### config.mk
export PLATFORM = sky130hd
export DESIGN_NAME = controle_cpu_flat
export DESIGN_NICKNAME = d
export VERILOG_FILES = /design/src/rtl/controle_cpu_pkg.sv /design/src/rtl/controle_cpu_if.sv /design/src/rtl/controle_cpu_banco_registradores.sv /design/src/rtl/controle_cpu.sv /design/src/flat_wrapper.sv
export SDC_FILE = /design/constraint.sdc
export NUM_CORES = 1
export LEC_CHECK = 0
export CAP_MARGIN = 40
export CORE_MARGIN = 3
export CORE_UTILIZATION = 35
export DETAILED_ROUTE_END_ITERATION = 8
export GPL_ROUTABILITY_DRIVEN = 0
export SLEW_MARGIN = 10
export SYNTH_ARGS = -nofsm -noshare
export SYNTH_HDL_FRONTEND = slang
export SYNTH_SLANG_ARGS = --single-unit
### constraint.sdc
create_clock -name clk -period 2.35 [get_ports clk]
set_input_delay 0.47 -clock clk [delete_from_list [all_inputs] [get_ports clk]]
set_output_delay 0.47 -clock clk [all_outputs]
set_load 0.005 [all_outputs]
### src/rtl/controle_cpu_pkg.sv
// cpu_pkg: opcodes, instruction field positions and FSM encoding shared by controle_cpu and the ALU
package cpu_pkg;
  localparam logic [2:0] LOAD  = 3'b000;
  localparam logic [2:0] ADD   = 3'b001;
  localparam logic [2:0] ADDI  = 3'b010;
  localparam logic [2:0] SUB   = 3'b011;
  localparam logic [2:0] SUBI  = 3'b100;
  localparam logic [2:0] MUL   = 3'b101;
  localparam logic [2:0] SHOW  = 3'b110;
  localparam logic [2:0] CLEAR = 3'b111;
  localparam int OP_HI   = 17;
  localparam int OP_LO   = 15;
  localparam int DST_HI  = 14;
  localparam int DST_LO  = 11;
  localparam int SRC1_HI = 10;
  localparam int SRC1_LO = 7;
  localparam int SRC2_HI = 6;
  localparam int SRC2_LO = 3;
  localparam int IMM_HI  = 6;
  localparam int IMM_LO  = 0;
  typedef enum logic [1:0] {IDLE, EXEC, WB} state_t;
endpackage

### src/rtl/controle_cpu_if.sv
// controle_cpu_if: instruction handshake, ALU operand/result and completion signals.
//   master = instruction source + ALU side, slave = controle_cpu
interface controle_cpu_if #(parameter int W = 16);
  logic [17:0]  instr;
  logic         instr_valid;
  logic         instr_ready;
  logic [2:0]   alu_opcode;
  logic [W-1:0] alu_r2;
  logic [W-1:0] alu_r3;
  logic [3:0]   alu_d1;
  logic [6:0]   alu_imm;
  logic [W-1:0] alu_result;
  logic [W-1:0] result;
  logic [3:0]   result_dest;
  logic         done;
  modport master (
    output instr, instr_valid, alu_result,
    input  instr_ready, alu_opcode, alu_r2, alu_r3, alu_d1, alu_imm, result, result_dest, done
  );
  modport slave (
    input  instr, instr_valid, alu_result,
    output instr_ready, alu_opcode, alu_r2, alu_r3, alu_d1, alu_imm, result, result_dest, done
  );
endinterface

### src/rtl/controle_cpu_banco_registradores.sv
// banco_registradores: NREG x W register file, two combinational read ports, one sync write port, sync clear/rst.
//   clk, rst: clock, sync active-high reset; clr: zero all registers; we/waddr/wdata: write port;
//   raddr1/raddr2 -> rdata1/rdata2: read ports
module banco_registradores #(
  parameter int NREG = 16,
  parameter int W    = 16,
  localparam int AW  = $clog2(NREG)
) (
  input  logic          clk,
  input  logic          rst,
  input  logic          clr,
  input  logic          we,
  input  logic [AW-1:0] waddr,
  input  logic [W-1:0]  wdata,
  input  logic [AW-1:0] raddr1,
  input  logic [AW-1:0] raddr2,
  output logic [W-1:0]  rdata1,
  output logic [W-1:0]  rdata2
);
  logic [W-1:0] regs [NREG];
  assign rdata1 = regs[raddr1];
  assign rdata2 = regs[raddr2];
  always_ff @(posedge clk) begin
    if (rst || clr) regs <= '{default: '0};
    else if (we) regs[waddr] <= wdata;
  end
endmodule

### src/rtl/controle_cpu.sv
// controle_cpu: issue stage that decodes an instruction, feeds the ALU, waits its registered result and writes back.
//   clk, rst: clock, sync active-high reset
//   bus (slave): instr/instr_valid/instr_ready handshake, alu_* operands out, alu_result in,
//                result/result_dest/done report the last completed instruction
module controle_cpu
  import cpu_pkg::*;
#(
  parameter int NREG = 16,
  parameter int W    = 16
) (
  input logic clk,
  input logic rst,
  controle_cpu_if.slave bus
);
  state_t state, nxt;
  logic [W-1:0] rd1, rd2;
  logic accept, in_wb;
  assign accept = state == IDLE && bus.instr_valid;
  assign in_wb  = state == WB;
  assign bus.instr_ready = state == IDLE;
  banco_registradores #(.NREG(NREG), .W(W)) u_rf (
    .clk    (clk),
    .rst    (rst),
    .clr    (in_wb && bus.alu_opcode == CLEAR),
    .we     (in_wb && bus.alu_opcode < SHOW),
    .waddr  (bus.alu_d1),
    .wdata  (bus.alu_result),
    .raddr1 (bus.instr[SRC1_HI:SRC1_LO]),
    .raddr2 (bus.instr[SRC2_HI:SRC2_LO]),
    .rdata1 (rd1),
    .rdata2 (rd2)
  );
  always_ff @(posedge clk) begin
    if (rst) state <= IDLE;
    else state <= nxt;
  end
  always_comb begin
    nxt = state == IDLE ? (bus.instr_valid ? EXEC : IDLE) : state == EXEC ? WB : IDLE;
  end
  // Operands are captured on accept and held until the next accept so the ALU sees them stable.
  always_ff @(posedge clk) begin
    if (rst) begin
      bus.alu_opcode  <= '0;
      bus.alu_r2      <= '0;
      bus.alu_r3      <= '0;
      bus.alu_d1      <= '0;
      bus.alu_imm     <= '0;
      bus.result      <= '0;
      bus.result_dest <= '0;
      bus.done        <= 1'b0;
    end else begin
      bus.done <= in_wb;
      if (accept) begin
        bus.alu_opcode <= bus.instr[OP_HI:OP_LO];
        bus.alu_d1     <= bus.instr[DST_HI:DST_LO];
        bus.alu_imm    <= bus.instr[IMM_HI:IMM_LO];
        bus.alu_r2     <= rd1;
        bus.alu_r3     <= rd2;
      end
      if (in_wb) begin
        bus.result      <= bus.alu_opcode == SHOW ? bus.alu_r2 : bus.alu_opcode == CLEAR ? '0 : bus.alu_result;
        bus.result_dest <= bus.alu_d1;
      end
    end
  end
endmodule

### src/flat_wrapper.sv
// flat-port wrapper written by rule: the top's interface ports become plain ports
module controle_cpu_flat import cpu_pkg::*;
#(
  parameter int NREG = 16,
  parameter int W    = 16
)
  (clk, rst, bus_instr, bus_instr_valid, bus_alu_result, bus_instr_ready, bus_alu_opcode, bus_alu_r2, bus_alu_r3, bus_alu_d1, bus_alu_imm, bus_result, bus_result_dest, bus_done);
  controle_cpu_if #(.W(W)) bus_i ();
  input logic clk;
  input logic rst;
  input wire logic [$bits(bus_i.instr)-1:0] bus_instr;
  input wire logic [$bits(bus_i.instr_valid)-1:0] bus_instr_valid;
  input wire logic [$bits(bus_i.alu_result)-1:0] bus_alu_result;
  output wire logic [$bits(bus_i.instr_ready)-1:0] bus_instr_ready;
  output wire logic [$bits(bus_i.alu_opcode)-1:0] bus_alu_opcode;
  output wire logic [$bits(bus_i.alu_r2)-1:0] bus_alu_r2;
  output wire logic [$bits(bus_i.alu_r3)-1:0] bus_alu_r3;
  output wire logic [$bits(bus_i.alu_d1)-1:0] bus_alu_d1;
  output wire logic [$bits(bus_i.alu_imm)-1:0] bus_alu_imm;
  output wire logic [$bits(bus_i.result)-1:0] bus_result;
  output wire logic [$bits(bus_i.result_dest)-1:0] bus_result_dest;
  output wire logic [$bits(bus_i.done)-1:0] bus_done;
  assign bus_i.instr = bus_instr;
  assign bus_i.instr_valid = bus_instr_valid;
  assign bus_i.alu_result = bus_alu_result;
  assign bus_instr_ready = bus_i.instr_ready;
  assign bus_alu_opcode = bus_i.alu_opcode;
  assign bus_alu_r2 = bus_i.alu_r2;
  assign bus_alu_r3 = bus_i.alu_r3;
  assign bus_alu_d1 = bus_i.alu_d1;
  assign bus_alu_imm = bus_i.alu_imm;
  assign bus_result = bus_i.result;
  assign bus_result_dest = bus_i.result_dest;
  assign bus_done = bus_i.done;
  controle_cpu #(.NREG(NREG), .W(W)) u_core (.clk(clk), .rst(rst), .bus(bus_i));
endmodule
==> reports/qor.yml, run 1 <==
global_routing:
  grt.overflow.total: 0
  antenna_found_initial: 0
  grt_pass1_wl_um: 71500
  grt_pass1_vias: 11137
  grt_max_degree: 115
  grt_usage_pct: 19.7
placement:
  dpl.hpwl_um: 29300
  placed_area_um2: 17500
  numPortBuffers: 104
yosys:
  synth_edf_count: 0
  synth.distinct_cells: 34
  ys_warn_count: 0
  syn_area_um2: 15600
  yosysSeqAreaShare_pct: 41.8
  synth_top_flop_cell: "dfxtp_1"
  syn-num-nets: 1410
  syn_inst: 1373
  ys_ff_latch: 325
  postSynthAreaPerCell_um2: 11.3
  async_flop_share_pct: 0
critical_path:
  ff2ff_setup_slack_ns: 0.31
  crit_buf_inv: 1
  path_max_fanout: 3
  rr_worst_depth: 4
  crit_start: "u_core.bus.alu_r2[0]"
  start_kind: "flip-flop"
  cp_slowest_cell: "clkdlybuf4s50_1"
  r2r-start: "u_core.state[0]"
  critical_path_class: "flip-flop to primary output"
  worst_r2r_endpoint: "u_core.bus.result[1]"
  path_cells: "clkdlybuf4s50_1"
  cpPeakStageDelay_ns: 0.57
  crit_required_ns: 1.88
  critPathTopFamily: "buffers and inverters"
  critPathCaptureType: "primary output"
  crit_arrival_ns: 1.58
run_status:
  status: "complete, no violations"
die:
  dieWidth_um: 217
  num_io_pins: 105
  initial_core_util_pct: 35.8
  die_height_um: 217
  dieArea_um2: 47000
  design.core.area_um2: 43500
  fp-row-count: 76
timing:
  finalSetupTns_ns: 0
  fin_crit_sh_pct: 87.4
  relSlewSlack_pct: 40.4
  setup_viol: 0
  post-route-min-period_ns: 2.05
  tightest_slew_ns: 0.887
  hold_viol: 0
  maxSlewViolCount: 0
  rsz0062_at_grt: "false"
  fmax_mhz: 487
  fin_skew_ns: 0.0173
layout:
  nNetsFinal: 1474
  final_common_cell: "dfxtp_1"
  drive_gt1_share_pct: 19.1
  fin_area_um2: 18600
  diodes: 0
  post-route-util_pct: 42.9
  final_cell_mix: "dfxtp_1 (325), mux2i_1 (304), nor2_1 (268)"
  area_delta_synth_final_pct: 19.8
pwr:
  ir_drop_mv: 0.413
  leakagePower_nw: 7.94
  power_density_nw_per_um2: 651
cts:
  root_buffer: "clkbuf_16"
  cts_hold_buffers: 0
  cts.sinks: 325
  cts_resized: 0
  cts_tree: "yes"
  path_clk_slew_ns: 0.06
  cts_buffer_depth: 3
  htree_levels: 2
  clk_latency_ns: 0.54
  post_cts_buffers: 0
  numCtsBuffers: 36
routing:
  maxUsedRoutingLayer: "met4"
  antenna_left: 0
  drt-met1-wl_um: 20500
  routedWlPerCell_um: 23.1
  met3_length_um: 3330
  via_count: 11334
  remaining_drc_errors: 0
  avgViaCountPerCell: 5.53
  drt_iter0_drc: 1273
  drt_first_pass_iters: 8
  routed_wl_um: 47200
  wl_met2_um: 22300
worst_hold_path:
  holdCritPathClass: "input pin to flip-flop"
  worstHoldStart: "rst"
  hold_depth: 2
  hold_end: "u_core.bus.result[3]"
job:
  cap_violations: 0
-- report_power, final --
part           total (W)  internal, W  switching, W
sequential       0.00558      0.00555     0.0000361
clock            0.00569      0.00340       0.00230
combinational   0.000862     0.000355      0.000507
total             0.0121      0.00930       0.00284
-- synth_stat cells, types with 2 or more instances --
master	n	share of area (%)
o21ai_1	9	0.29
nand4_2	6	0.48
clkbuf_1	63	1.5
nor2b_1	3	0.12
a22oi_1	25	1.2
buf_4	9	0.43
nand4_4	6	0.82
a222oi_1	7	0.45
a21oi_1	19	0.61
and2b_1	2	0.096
buf_6	8	0.58
mux4_2	128	19
o221ai_1	16	0.90
nor4bb_1	4	0.26
nor2_1	268	6.5
nand2_1	64	1.5
buf_2	55	1.8
buf_1	7	0.17
o211ai_1	16	0.77
mux2i_1	304	20
nand3b_1	17	0.82
dfxtp_1	325	42
-- logic make-up (layout without fill, tap and decap cells) --
kind of cell / after synthesis / after routing / share of synthesized area (%)
muxes: 432 / 432 / 38.1
and+or+nand+nor: 381 / 381 / 11.4
buffers and inverters: 142 / 232 / 4.47
DFF: 325 / 325 / 41.8
AOI/OAI and AO/OA: 93 / 93 / 4.29
-- layer usage --
layer  vias to the layer above  global-route usage [%]
li1                       5124                       -
met1                      5706                    27.0
met2                       427                    32.1
met3                        77                    3.41
met4                         0                    5.83
met5                         -                       0
-- worst register-to-register path: stages, from the launching register on --
cell,delay [ns]
dfxtp_1,0.36
nand2b_1,0.43
nor3_1,0.85
a222oi_1,0.20
nor2_1,0.13
-- stage by stage --
stage / std cells / total power [W] / hold WS [ns] / setup WS [ns]
after floorplan: 1373 / 0.00622 / 0.453 / 0.369
after global placement: 1984 / 0.00656 / 0.443 / 0.128
after detailed placement: 1984 / 0.00657 / 0.448 / 0.0825
after CTS: 2048 / 0.0123 / 0.288 / 0.276
after global routing: 2048 / 0.0125 / 0.317 / 0.146
final: 2048 / 0.0121 / 0.307 / 0.296
-- final cells by class --
class                      count  area (µm²)
multi-input combinational    906        8430
sequential                   325        6510
timing repair buffer         168        1780
tap                          585         732
clock inverter                11         115
fill                        4103       24800
clock buffer                  53        1080
-- state kept, by name, summed over array words and instances (netlist names) --
name / cells
u_core.bus.alu_imm: 7
u_core.bus.alu_r3: 16
u_core.bus.done: 1
u_core.state: 2
u_core.bus.result_dest: 4
u_core.bus.alu_opcode: 3
u_core.bus.alu_d1: 4
u_core.bus.alu_r2: 16
u_core.u_rf.regs: 256
u_core.bus.result: 16
-- worst max-delay path by stage --
stage	end	slack, ns	cells past startpoint
3_5_place_dp	u_core.bus.alu_r3[15]	0.08	5
4_1_cts	bus_alu_r2[5]	0.28	1
3_3_place_gp	u_core.bus.alu_r3[5]	0.13	5
6_report	bus_alu_r2[0]	0.30	1
5_1_grt	u_core.bus.result[1]	0.15	4
2_1_floorplan	u_core.bus.alu_r2[10]	0.37	6
Power figures use the tool's default switching activity.
==> run 2, diff against run 1 <==
--- a/config.mk
+++ b/config.mk
@@ -7,7 +7,7 @@
 export LEC_CHECK = 0
 export CAP_MARGIN = 40
 export CORE_MARGIN = 3
-export CORE_UTILIZATION = 35
+export CORE_UTILIZATION = 38
 export DETAILED_ROUTE_END_ITERATION = 8
 export GPL_ROUTABILITY_DRIVEN = 0
 export SLEW_MARGIN = 10
==> constraint.sdc (replaced) <==
create_clock -name clk -period 2 [get_ports clk]
set_input_delay 0.4 -clock clk [delete_from_list [all_inputs] [get_ports clk]]
set_output_delay 0.4 -clock clk [all_outputs]
set_load 0.005 [all_outputs]
==> reports/qor.yml, run 2 (synthesis gave the netlist of run 1 again) <==
run_status:
  status: "complete, no violations"
pwr:
  leakagePower_nw: 8.25
  seqPwrFrac_pct: 45.3
  p_clk_share_pct: 47.1
  p_comb_share_pct: 7.7
  p_total_w: 0.0145
  power_density_nw_per_um2: 756
  switchingPower_w: 0.00330
  switching_share_pct: 22.8
  ir_drop_mv: 0.434
  p_int_w: 0.0112
timing:
  setup_viol: 0
  maxSlewViolCount: 0
  hold_viol: 0
  fmax_mhz: 522
  fin_crit_sh_pct: 95.8
  hold_ws_ns: 0.171
  relSlewSlack_pct: 58.1
  fin_skew_ns: 0.0145
  tightest_slew_ns: 0.629
  post-route-min-period_ns: 1.92
  rsz0062_at_grt: "false"
critical_path:
  path_cells: "clkdlybuf4s50_1"
  crit_buf_inv: 1
  start_kind: "flip-flop"
  ff2ff_setup_slack_ns: 0.20
  cp_slowest_cell: "clkdlybuf4s50_1"
  crit_arrival_ns: 1.52
  critical_path_class: "flip-flop to primary output"
  crit_required_ns: 1.60
  path_max_fanout: 7
  cpPeakStageDelay_ns: 0.55
  critPathTopFamily: "buffers and inverters"
  critPathCaptureType: "primary output"
routing:
  antenna_left: 0
  routedWlPerCell_um: 23.7
  drt_first_pass_iters: 5
  drt_iter0_drc: 1090
  avgViaCountPerCell: 5.69
  remaining_drc_errors: 0
  routed_wl_um: 48100
  via_count: 11559
die:
  dieArea_um2: 43400
  design.core.area_um2: 40100
  num_io_pins: 105
  die_height_um: 208
  fp-row-count: 73
  dieWidth_um: 208
  initial_core_util_pct: 38.8
job:
  cap_violations: 0
layout:
  final_cell_mix: "dfxtp_1 (323), mux2i_1 (304), nor2_1 (268)"
  drive_gt1_share_pct: 21.4
  area_delta_synth_final_pct: 23.1
  largest_reg_flops: 256
  largest_register: "u_core.u_rf.regs"
  final_common_cell: "dfxtp_1"
  diodes: 0
  nNetsFinal: 1519
global_routing:
  grt.overflow.total: 0
  grt_max_degree: 42
  grt_pass1_vias: 11484
  grt_usage_pct: 21.7
  grt_pass1_wl_um: 72900
  antenna_found_initial: 0
cts:
  htree_levels: 2
  root_buffer: "clkbuf_16"
  cts.sinks: 325
  path_clk_slew_ns: 0.06
  cts_hold_buffers: 0
  cts_tree: "yes"
  numCtsBuffers: 36
  clk_latency_ns: 0.52
  cts_buffer_depth: 3
  post_cts_buffers: 0
worst_hold_path:
  holdCritPathClass: "input pin to flip-flop"
placement:
  dpl.hpwl_um: 31000
  numPortBuffers: 104
-- run 2: changes by cell type in the layout (fill, tap and decap cells not counted), sizes merged --
cell | before | now
clkinv | 6 | 4
inv | 2 | 1
clkdlybuf4s50 | 97 | 96
dlygate4sd2 | 0 | 1
buf | 71 | 116
bufinv | 2 | 4
-- run 2: layout make-up --
| class | count | area, µm² |
|---|---|---|
| sequential | 325 | 6510 |
| clock buffer | 53 | 1060 |
| tap | 525 | 657 |
| multi-input combinational | 906 | 8430 |
| clock inverter | 10 | 156 |
| fill | 3592 | 20900 |
| timing repair buffer | 213 | 2350 |
-- run 2: power groups by stage --
stage / clock [W] / combinational [W] / sequential (W)
final: 0.00682 / 0.00111 / 0.00656
after global routing: 0.00720 / 0.00117 / 0.00656
after CTS: 0.00695 / 0.00111 / 0.00655
after detailed placement: 0 / 0.00111 / 0.00670
after global placement: 0 / 0.00110 / 0.00670
after floorplan: 0 / 0.000612 / 0.00669
-- run 2: metrics by stage --
| stage | setup TNS (ns) | util, % | area (µm²) | setup WS, ns | cells |
|---|---|---|---|---|---|
| global placement | -4.05 | 44.7 | 17900 | -0.142 | 1967 |
| finish | 0 | 47.8 | 19200 | 0.0844 | 2032 |
| CTS | 0 | 47.8 | 19200 | 0.00981 | 2032 |
| global route | 0 | 47.8 | 19200 | 0.0169 | 2032 |
| detailed placement | -4.34 | 44.8 | 17900 | -0.168 | 1969 |
| floorplan | 0 | - | 15600 | 0.0895 | 1373 |
-- run 2: metal layers --
layer | part of all wire [%] | vias up | track usage (%)
met4 | 3.5 | 0 | 7.97
met3 | 7.2 | 96 | 4.31
met2 | 46 | 438 | 34.9
met5 | 0 | - | 0
li1 | - | 5200 | -
met1 | 43 | 5825 | 29.0
-- run 2: final timing paths --
kind / start / to / depth (start not counted)
worst max-delay path: u_core.bus.alu_d1[3] / bus_alu_d1[3] / 1
worst min-delay path: rst / u_core.bus.alu_opcode[2] / 2
worst max register to register: u_core.state[1] / u_core.u_rf.regs[36] / 6
worst min register to register: u_core.bus.alu_imm[0] / u_core.bus.alu_imm[0] / 2
-- run 2: what timing repair did --
action                                  4_1_cts  5_1_grt
gates resized for setup                       1        2
pin swaps                                     0        0
endpoints found under the setup margin        1        2
